`src/rtl/btn_press_classifier.sv`:
```
// btn_press_classifier
// Classifies debounced button gestures into short, long and double presses.
// Each gesture produces exactly one single-cycle pulse; a saturating counter
// tallies accepted press edges (the initial press and a second press in the
// gap window). All outputs are registered.

module btn_press_classifier #(
    parameter int LONG_CYC = 16,
    parameter int DBL_GAP  = 8,
    parameter int CNT_W    = 8
) (
    input  logic             clk,
    input  logic             reset,
    input  logic             btn_db,
    input  logic             clr_count,
    output logic             short_press,
    output logic             long_press,
    output logic             double_press,
    output logic [CNT_W-1:0] press_count,
    output logic             busy
);

    // Timer must hold the largest terminal value of either window.
    localparam int MAX_CYC = (LONG_CYC > DBL_GAP) ? LONG_CYC : DBL_GAP;
    localparam int TW      = $clog2(MAX_CYC + 1);

    localparam logic [TW-1:0]    TIMER_ZERO = TW'(0);
    localparam logic [TW-1:0]    TIMER_ONE  = TW'(1);
    localparam logic [TW-1:0]    LONG_LAST  = TW'(LONG_CYC - 1);
    localparam logic [TW-1:0]    GAP_LAST   = TW'(DBL_GAP - 1);
    localparam logic [CNT_W-1:0] CNT_ZERO   = {CNT_W{1'b0}};
    localparam logic [CNT_W-1:0] CNT_ONE    = CNT_W'(1);
    localparam logic [CNT_W-1:0] CNT_MAX    = {CNT_W{1'b1}};

    typedef enum logic [2:0] {
        ST_IDLE      = 3'd0,
        ST_PRESSED   = 3'd1,
        ST_LONG_HELD = 3'd2,
        ST_GAP       = 3'd3,
        ST_SECOND    = 3'd4
    } state_t;

    state_t          state_r;
    state_t          state_s;
    logic [TW-1:0]   timer_r;
    logic [TW-1:0]   timer_s;
    logic            short_s;
    logic            long_s;
    logic            double_s;
    logic            inc_s;
    logic            busy_s;

    // Saturating increment: holds at all-ones instead of wrapping.
    function automatic logic [CNT_W-1:0] sat_inc(input logic [CNT_W-1:0] value);
        logic [CNT_W-1:0] result;
        if (value == CNT_MAX) begin
            result = value;
        end else begin
            result = value + CNT_ONE;
        end
        return result;
    endfunction

    // Next-state, timer and pulse decode for the gesture FSM.
    always_comb begin
        state_s  = state_r;
        timer_s  = timer_r;
        short_s  = 1'b0;
        long_s   = 1'b0;
        double_s = 1'b0;
        inc_s    = 1'b0;

        case (state_r)
            ST_IDLE: begin
                if (btn_db) begin
                    state_s = ST_PRESSED;
                    timer_s = TIMER_ONE;
                    inc_s   = 1'b1;
                end else begin
                    timer_s = TIMER_ZERO;
                end
            end

            ST_PRESSED: begin
                if (!btn_db) begin
                    state_s = ST_GAP;
                    timer_s = TIMER_ONE;
                end else if (timer_r == LONG_LAST) begin
                    state_s = ST_LONG_HELD;
                    timer_s = TIMER_ZERO;
                    long_s  = 1'b1;
                end else begin
                    timer_s = timer_r + TIMER_ONE;
                end
            end

            ST_LONG_HELD: begin
                // A long press owns the whole gesture; release just returns home.
                if (!btn_db) begin
                    state_s = ST_IDLE;
                    timer_s = TIMER_ZERO;
                end else begin
                    timer_s = TIMER_ZERO;
                end
            end

            ST_GAP: begin
                if (btn_db) begin
                    state_s = ST_SECOND;
                    timer_s = TIMER_ZERO;
                    inc_s   = 1'b1;
                end else if (timer_r == GAP_LAST) begin
                    state_s = ST_IDLE;
                    timer_s = TIMER_ZERO;
                    short_s = 1'b1;
                end else begin
                    timer_s = timer_r + TIMER_ONE;
                end
            end

            ST_SECOND: begin
                // Hold length of the second press is irrelevant.
                if (!btn_db) begin
                    state_s  = ST_IDLE;
                    timer_s  = TIMER_ZERO;
                    double_s = 1'b1;
                end else begin
                    timer_s = TIMER_ZERO;
                end
            end

            default: begin
                state_s = ST_IDLE;
                timer_s = TIMER_ZERO;
            end
        endcase

        busy_s = (state_s != ST_IDLE);
    end

    // FSM state and timer registers.
    always_ff @(posedge clk) begin
        if (reset) begin
            state_r <= ST_IDLE;
            timer_r <= TIMER_ZERO;
        end else begin
            state_r <= state_s;
            timer_r <= timer_s;
        end
    end

    // Registered pulse and busy outputs; busy tracks the state being entered.
    always_ff @(posedge clk) begin
        if (reset) begin
            short_press  <= 1'b0;
            long_press   <= 1'b0;
            double_press <= 1'b0;
            busy         <= 1'b0;
        end else begin
            short_press  <= short_s;
            long_press   <= long_s;
            double_press <= double_s;
            busy         <= busy_s;
        end
    end

    // Press counter: clear wins over a same-cycle increment; saturates at max.
    always_ff @(posedge clk) begin
        if (reset) begin
            press_count <= CNT_ZERO;
        end else if (clr_count) begin
            press_count <= CNT_ZERO;
        end else if (inc_s) begin
            press_count <= sat_inc(press_count);
        end else begin
            press_count <= press_count;
        end
    end

endmodule

```
`config.mk`:
```
export PLATFORM = sky130hd
export DESIGN_NAME = btn_press_classifier
export DESIGN_NICKNAME = d
export VERILOG_FILES = /design/src/rtl/btn_press_classifier.sv
export SDC_FILE = /design/constraint.sdc
export NUM_CORES = 1
export LEC_CHECK = 0
export CAP_MARGIN = 20
export CORE_MARGIN = 3
export CORE_UTILIZATION = 40
export DETAILED_ROUTE_END_ITERATION = 12
export HOLD_SLACK_MARGIN = 0.03
export PLACE_DENSITY_LB_ADDON = 0.25
export REMOVE_ABC_BUFFERS = 1
export SYNTH_ARGS = -nofsm -noshare
export SYNTH_HDL_FRONTEND = slang
export SYNTH_SLANG_ARGS = --single-unit
```
`constraint.sdc`:
```
create_clock -name clk -period 2 [get_ports clk]
set_clock_uncertainty 0.15 [all_clocks]
set_input_delay 0.4 -clock clk [delete_from_list [all_inputs] [get_ports clk]]
set_output_delay 0.4 -clock clk [all_outputs]
set_load 0.03 [all_outputs]
```
; After elaboration in Yosys (flattened, before gate mapping)
; Cells that the tools add are included.
[word_totals]
register_bits = 20
in_bits = 4
out_inout_bits = 12
word_cells = 48
[classes]
add_sub_neg = 2
eq_ne = 7
mux = 18
bitwise_logic = 5
reduce_logical = 9
[ops]
columns = operator, count
row1 = 5-bit two-way mux, 4
row2 = 3-bit two-way mux, 6
row3 = 5-bit one-hot mux with 3 select lines, 1
row4 = 3-bit one-hot mux with 4 select lines, 1
row5 = 8-bit by 1-bit adder with 8-bit output (second input constant), 1
row6 = 8-bit equality test (second input constant), 1
row7 = 2-bit OR reduction, 4
row8 = 3-bit by 2-bit equality test with 1-bit output (second input constant), 2
row9 = 1-bit two-way mux, 6
row10 = 3-bit OR reduction, 2
row11 = 5-bit by 1-bit adder with 5-bit output (second input constant), 1
row12 = 5-bit by 3-bit equality test with 1-bit output (second input constant), 1
row13 = 5-bit by 4-bit equality test with 1-bit output (second input constant), 1
row14 = 1-bit NOT, 5
row15 = 3-bit by 1-bit equality test with 1-bit output (second input constant), 1
row16 = 3-bit equality test (second input constant), 1
row17 = 3-bit logical NOT, 1
row18 = 3-bit nonzero test, 1
row19 = 2-bit AND reduction, 1

; Depth between registers and ports, before layout
[depth]
ltp_word = 5
depth_mapped = 8
depth_no_buf = 8

; Worst setup path before layout
; No wires, ideal clock.
[synth_path]
kind = flip-flop to flip-flop
startpoint = reg press_count[0]
endpoint = reg press_count[4]
setup_ns = 0.116
t_arrival_ns = 1.462
t_required_ns = 1.734
slack_ns = 0.272
stages_incl_launch_ff = 6
path_buffers = 0
period_less_slack_ns = 1.728
path_cell_list = dfxtp_1 -> ha_1 -> nand2_1 -> nor3_1 -> a31oi_1 -> a41o_1
[synth_between]
elab_chain_cells = 3
word_cells_on_any_way = 4
cone_classes = add/sub: 1 / eq/ne: 1 / bitwise: 1 / reduce/logical: 1
[synth_rtl]
columns = element, line_no
row1 = start: declaration, 19  ; output logic [CNT_W-1:0] press_count,
row2 = start signal: assignment, 174  ; press_count <= sat_inc(press_count);
row3 = start signal: assignment, 176  ; press_count <= press_count;
row4 = "parallel branches: the longest is 3 deep, another holds 8-bit by 1-bit adder with 8-bit output", -
; Parallel ways; which one is timed is not known.
; A chain may end at the register's enable or synchronous reset.

; Final worst setup path
[layout_path]
startpoint = reg press_count[1]
endpoint = out press_count[1]
; No word-level cell between the ends.

==> flow_summary.yaml <==
hold_path:
  worst_hold_startpoint: "press_count[1]"
  worstHoldPathCells: 2
  hp-class: "reg -> reg"
  min_to: "press_count[1]"
worst_setup_path:
  r2r_slack_ns: 0.23
  cp-end-kind: "primary output"
  cp-start-kind: "register"
  regToRegEndpoint: "press_count[3]"
  critPathKind: "reg -> out"
  arrival_ns: 1.38
  cp_slowest_stage_delay_ns: 0.68
  slowest_stage: "clkdlybuf4s50_1"
  cp.buffers_inverters: 1
  path_cells: "clkdlybuf4s50_1"
  reg2reg_from: "state_r[1]"
  worstPathMaxFanout: 4
  critical-path-top-delay-family: "buffers and inverters"
  crit_required_ns: 1.45
  rr_worst_depth: 4
clock_network:
  numCtsBuffers: 3
  cts_tree: "done"
  clk_pin_slew_worst_paths_ns: 0.12
  holdBufCountCts: 0
  ctsHtreeMaxLevel: 1
  clockRootBuffer: "clkbuf_4"
  clk_path_buf_depth: 2
  clk_latency_ns: 0.31
  clock-sinks: 20
sta:
  maxSlewHeadroom_pct: 75.2
  hold_violations: 0
  timing.fmax_mhz: 517
  tightest_slew_ns: 0.371
  finalSetupViolCount: 0
  min_period_over_period_pct: 96.7
  period_needed_ns: 1.93
  maxSlewViolCount: 0
  rsz0062_at_grt: "no"
status:
  outcome: "finished clean"
pwr:
  ir_drop_mv: 0.571
  p_leak_nw: 0.555
  swShare_pct: 22.3
  pwr-share-clk_pct: 40.3
  power_uw: 834
  switching_power_uw: 186
  internal-power_uw: 648
  pwr_density_cell_nw_per_um2: 648
  comb_power_share_pct: 10.1
  pwr-share-seq_pct: 49.6
place:
  dp_hpwl_mm: 1.62
  dp.cells: 163
  io_buffers: 15
  gp_congestion: 0.847
route:
  drtPass1Iterations: 4
  drt-initial-drc-count: 26
  routed_wirelength_mm: 2.13
  wl_per_cell_um: 12.8
  viasPerCell: 5.58
  drc: 0
  vias: 932
  ant_nets: 0
synthesis:
  ys_seq_elements: 20
  synth.distinct_cells: 39
  synthesis.area_um2: 1040
  ys_seq_area_share_pct: 38.6
  syn_area_per_cell_um2: 8.71
  yosysWarnings: 0
  syn_inst: 119
global_routing:
  grt_overflow: 0
  grt_max_degree: 13
  grt_antenna_before_repair: 0
  grt_usage_pct: 14.4
  grt_pass1_vias: 868
  grt_first_pass_wirelength_mm: 3.75
floorplanning:
  coreArea_um2: 2340
  dieArea_um2: 3240
  ios: 16
  fp.dieH_um: 56.9
  rows: 17
  fp.dieW_um: 56.9
  start_util_pct: 44.3
job:
  max_cap_violations: 0
layout:
  nNetsFinal: 148
  utilization_pct: 55.0
  syn2layout_area_growth_pct: 24.3
  instances_no_fill: 167
  drive_gt1_share_pct: 12.2
  antennaDiodeCount: 0
state kept, by name, indices dropped and copies added, names as in the netlist:
| name | cells |
|---|---|
| busy | 1 |
| long_press | 1 |
| state_r | 3 |
| press_count | 8 |
| short_press | 1 |
| double_press | 1 |
| timer_r | 5 |
stage by stage:
| step | setup WS, ns | hold WS, ns | area [um2] | setup TNS (ns) |
|---|---|---|---|---|
| finish | 0.0670 | 0.379 | 1290 | 0 |
| global route | 0.00642 | 0.416 | 1290 | 0 |
| CTS | 0.0183 | 0.377 | 1280 | 0 |
| detailed placement | -0.0462 | 0.361 | 1240 | -0.0606 |
| global placement | 0.00817 | 0.359 | 1240 | 0 |
| floorplan | 0.272 | 0.323 | 998 | 0 |
per-layer routing:
metal  vias up  routed length [um]  GRT usage [%]
met4         0                  20           4.97
met1       435                 976           17.6
li1        475                   -              -
met5         -                   0              0
met3         2                  99           4.14
met2        20                1040           24.0
final cells by class:
class / instances / area [um2]
multi-input combinational: 90 / 587
sequential: 20 / 400
clock inverter: 1 / 30.0
tap: 28 / 35.0
fill: 225 / 1050
inverter: 3 / 11.3
timing repair buffer: 22 / 201
clock buffer: 3 / 22.5
how the worst max path moves through the flow:
stage | from | to | slack, ns | cells past startpoint
after floorplan | press_count[0] | press_count[4] | 0.27 | 5
after global placement | btn_db | press_count[3] | 0.008 | 5
after detailed placement | btn_db | press_count[3] | -0.05 | 5
after CTS | press_count[0] | press_count[0] | 0.02 | 1
after global routing | press_count[1] | press_count[1] | 0.006 | 1
final | press_count[1] | press_count[1] | 0.07 | 1
logic make-up (layout without fill, tap and decap cells):
kind of cell,Yosys count,after routing,synth area share [%]
AO/OA/AOI/OAI,25,25,15.3
XOR/XNOR,3,3,2.54
adder cells (fa/ha/maj),4,4,4.83
buffers and inverters,9,29,4.71
flip-flops,20,20,38.6
multiplexers,1,1,0.966
AND/OR/NAND/NOR,57,57,33.0
what timing repair did:
| item | CTS | global route |
|---|---|---|
| pin swaps | 0 | 0 |
| endpoints found under the setup margin | 5 | 2 |
| setup buffers | 0 | 0 |
| resized for setup | 5 | 2 |
layout by cell type, fill, tap and decap left out, types with 2 or more instances in the layout:
cell type	n
clkbuf_4	3
or2_2	2
nand2_1	7
dfxtp_1	20
nor3_1	4
ha_1	4
a31oi_1	2
clkdlybuf4s50_1	8
buf_4	7
a21o_1	3
inv_1	3
nand2b_1	2
nor2b_1	4
nor4_1	2
nand3_1	7
o21ai_0	5
dlygate4sd2_1	5
dlymetal6s2s_1	2
and3_1	3
or3_1	2
and4bb_2	2
a211oi_1	6
and3b_1	2
nor2_1	10
xor2_1	2
nand4_1	2
a21oi_1	7
synthesized netlist by cell type (all sizes together):
| cell type | count | share of area (%) |
|---|---|---|
| nor4b | 1 | 0.85 |
| nand2 | 7 | 2.5 |
| nor2b | 4 | 2.4 |
| a21oi | 7 | 3.4 |
| nand4bb | 1 | 1.1 |
| dfxtp | 20 | 39 |
| xor2 | 2 | 1.7 |
| and3b | 2 | 1.7 |
| a31oi | 2 | 1.2 |
| or3 | 2 | 1.2 |
| nand3 | 7 | 3.4 |
| or2 | 4 | 2.7 |
| o21ai | 5 | 2.4 |
| nand2b | 3 | 2.5 |
| a211oi | 6 | 4.3 |
| mux2i | 1 | 0.97 |
| inv | 3 | 1.1 |
| or4b | 1 | 0.97 |
| nand4 | 2 | 1.2 |
| a21o | 3 | 2.2 |
| and4bb | 2 | 2.4 |
| and3 | 3 | 1.8 |
| clkbuf | 2 | 0.84 |
| xnor2 | 1 | 0.85 |
| a41o | 1 | 0.97 |
| nor2 | 10 | 3.6 |
| nor3 | 4 | 1.9 |
| nor3b | 1 | 0.72 |
| a2bb2oi | 1 | 0.85 |
| buf | 4 | 2.8 |
| nor4 | 2 | 1.2 |
| ha | 4 | 4.8 |
| nand3b | 1 | 0.72 |
power by group through the flow:
stage	Clock (mW)	Sequential (mW)	Combinational, mW
final	0.336	0.414	0.0840
after global routing	0.360	0.416	0.0934
after CTS	0.345	0.414	0.0846
after detailed placement	0	0.423	0.0840
after global placement	0	0.423	0.0813
after floorplan	0	0.430	0.0410
No activity file was read; power rests on OpenSTA's default activity.
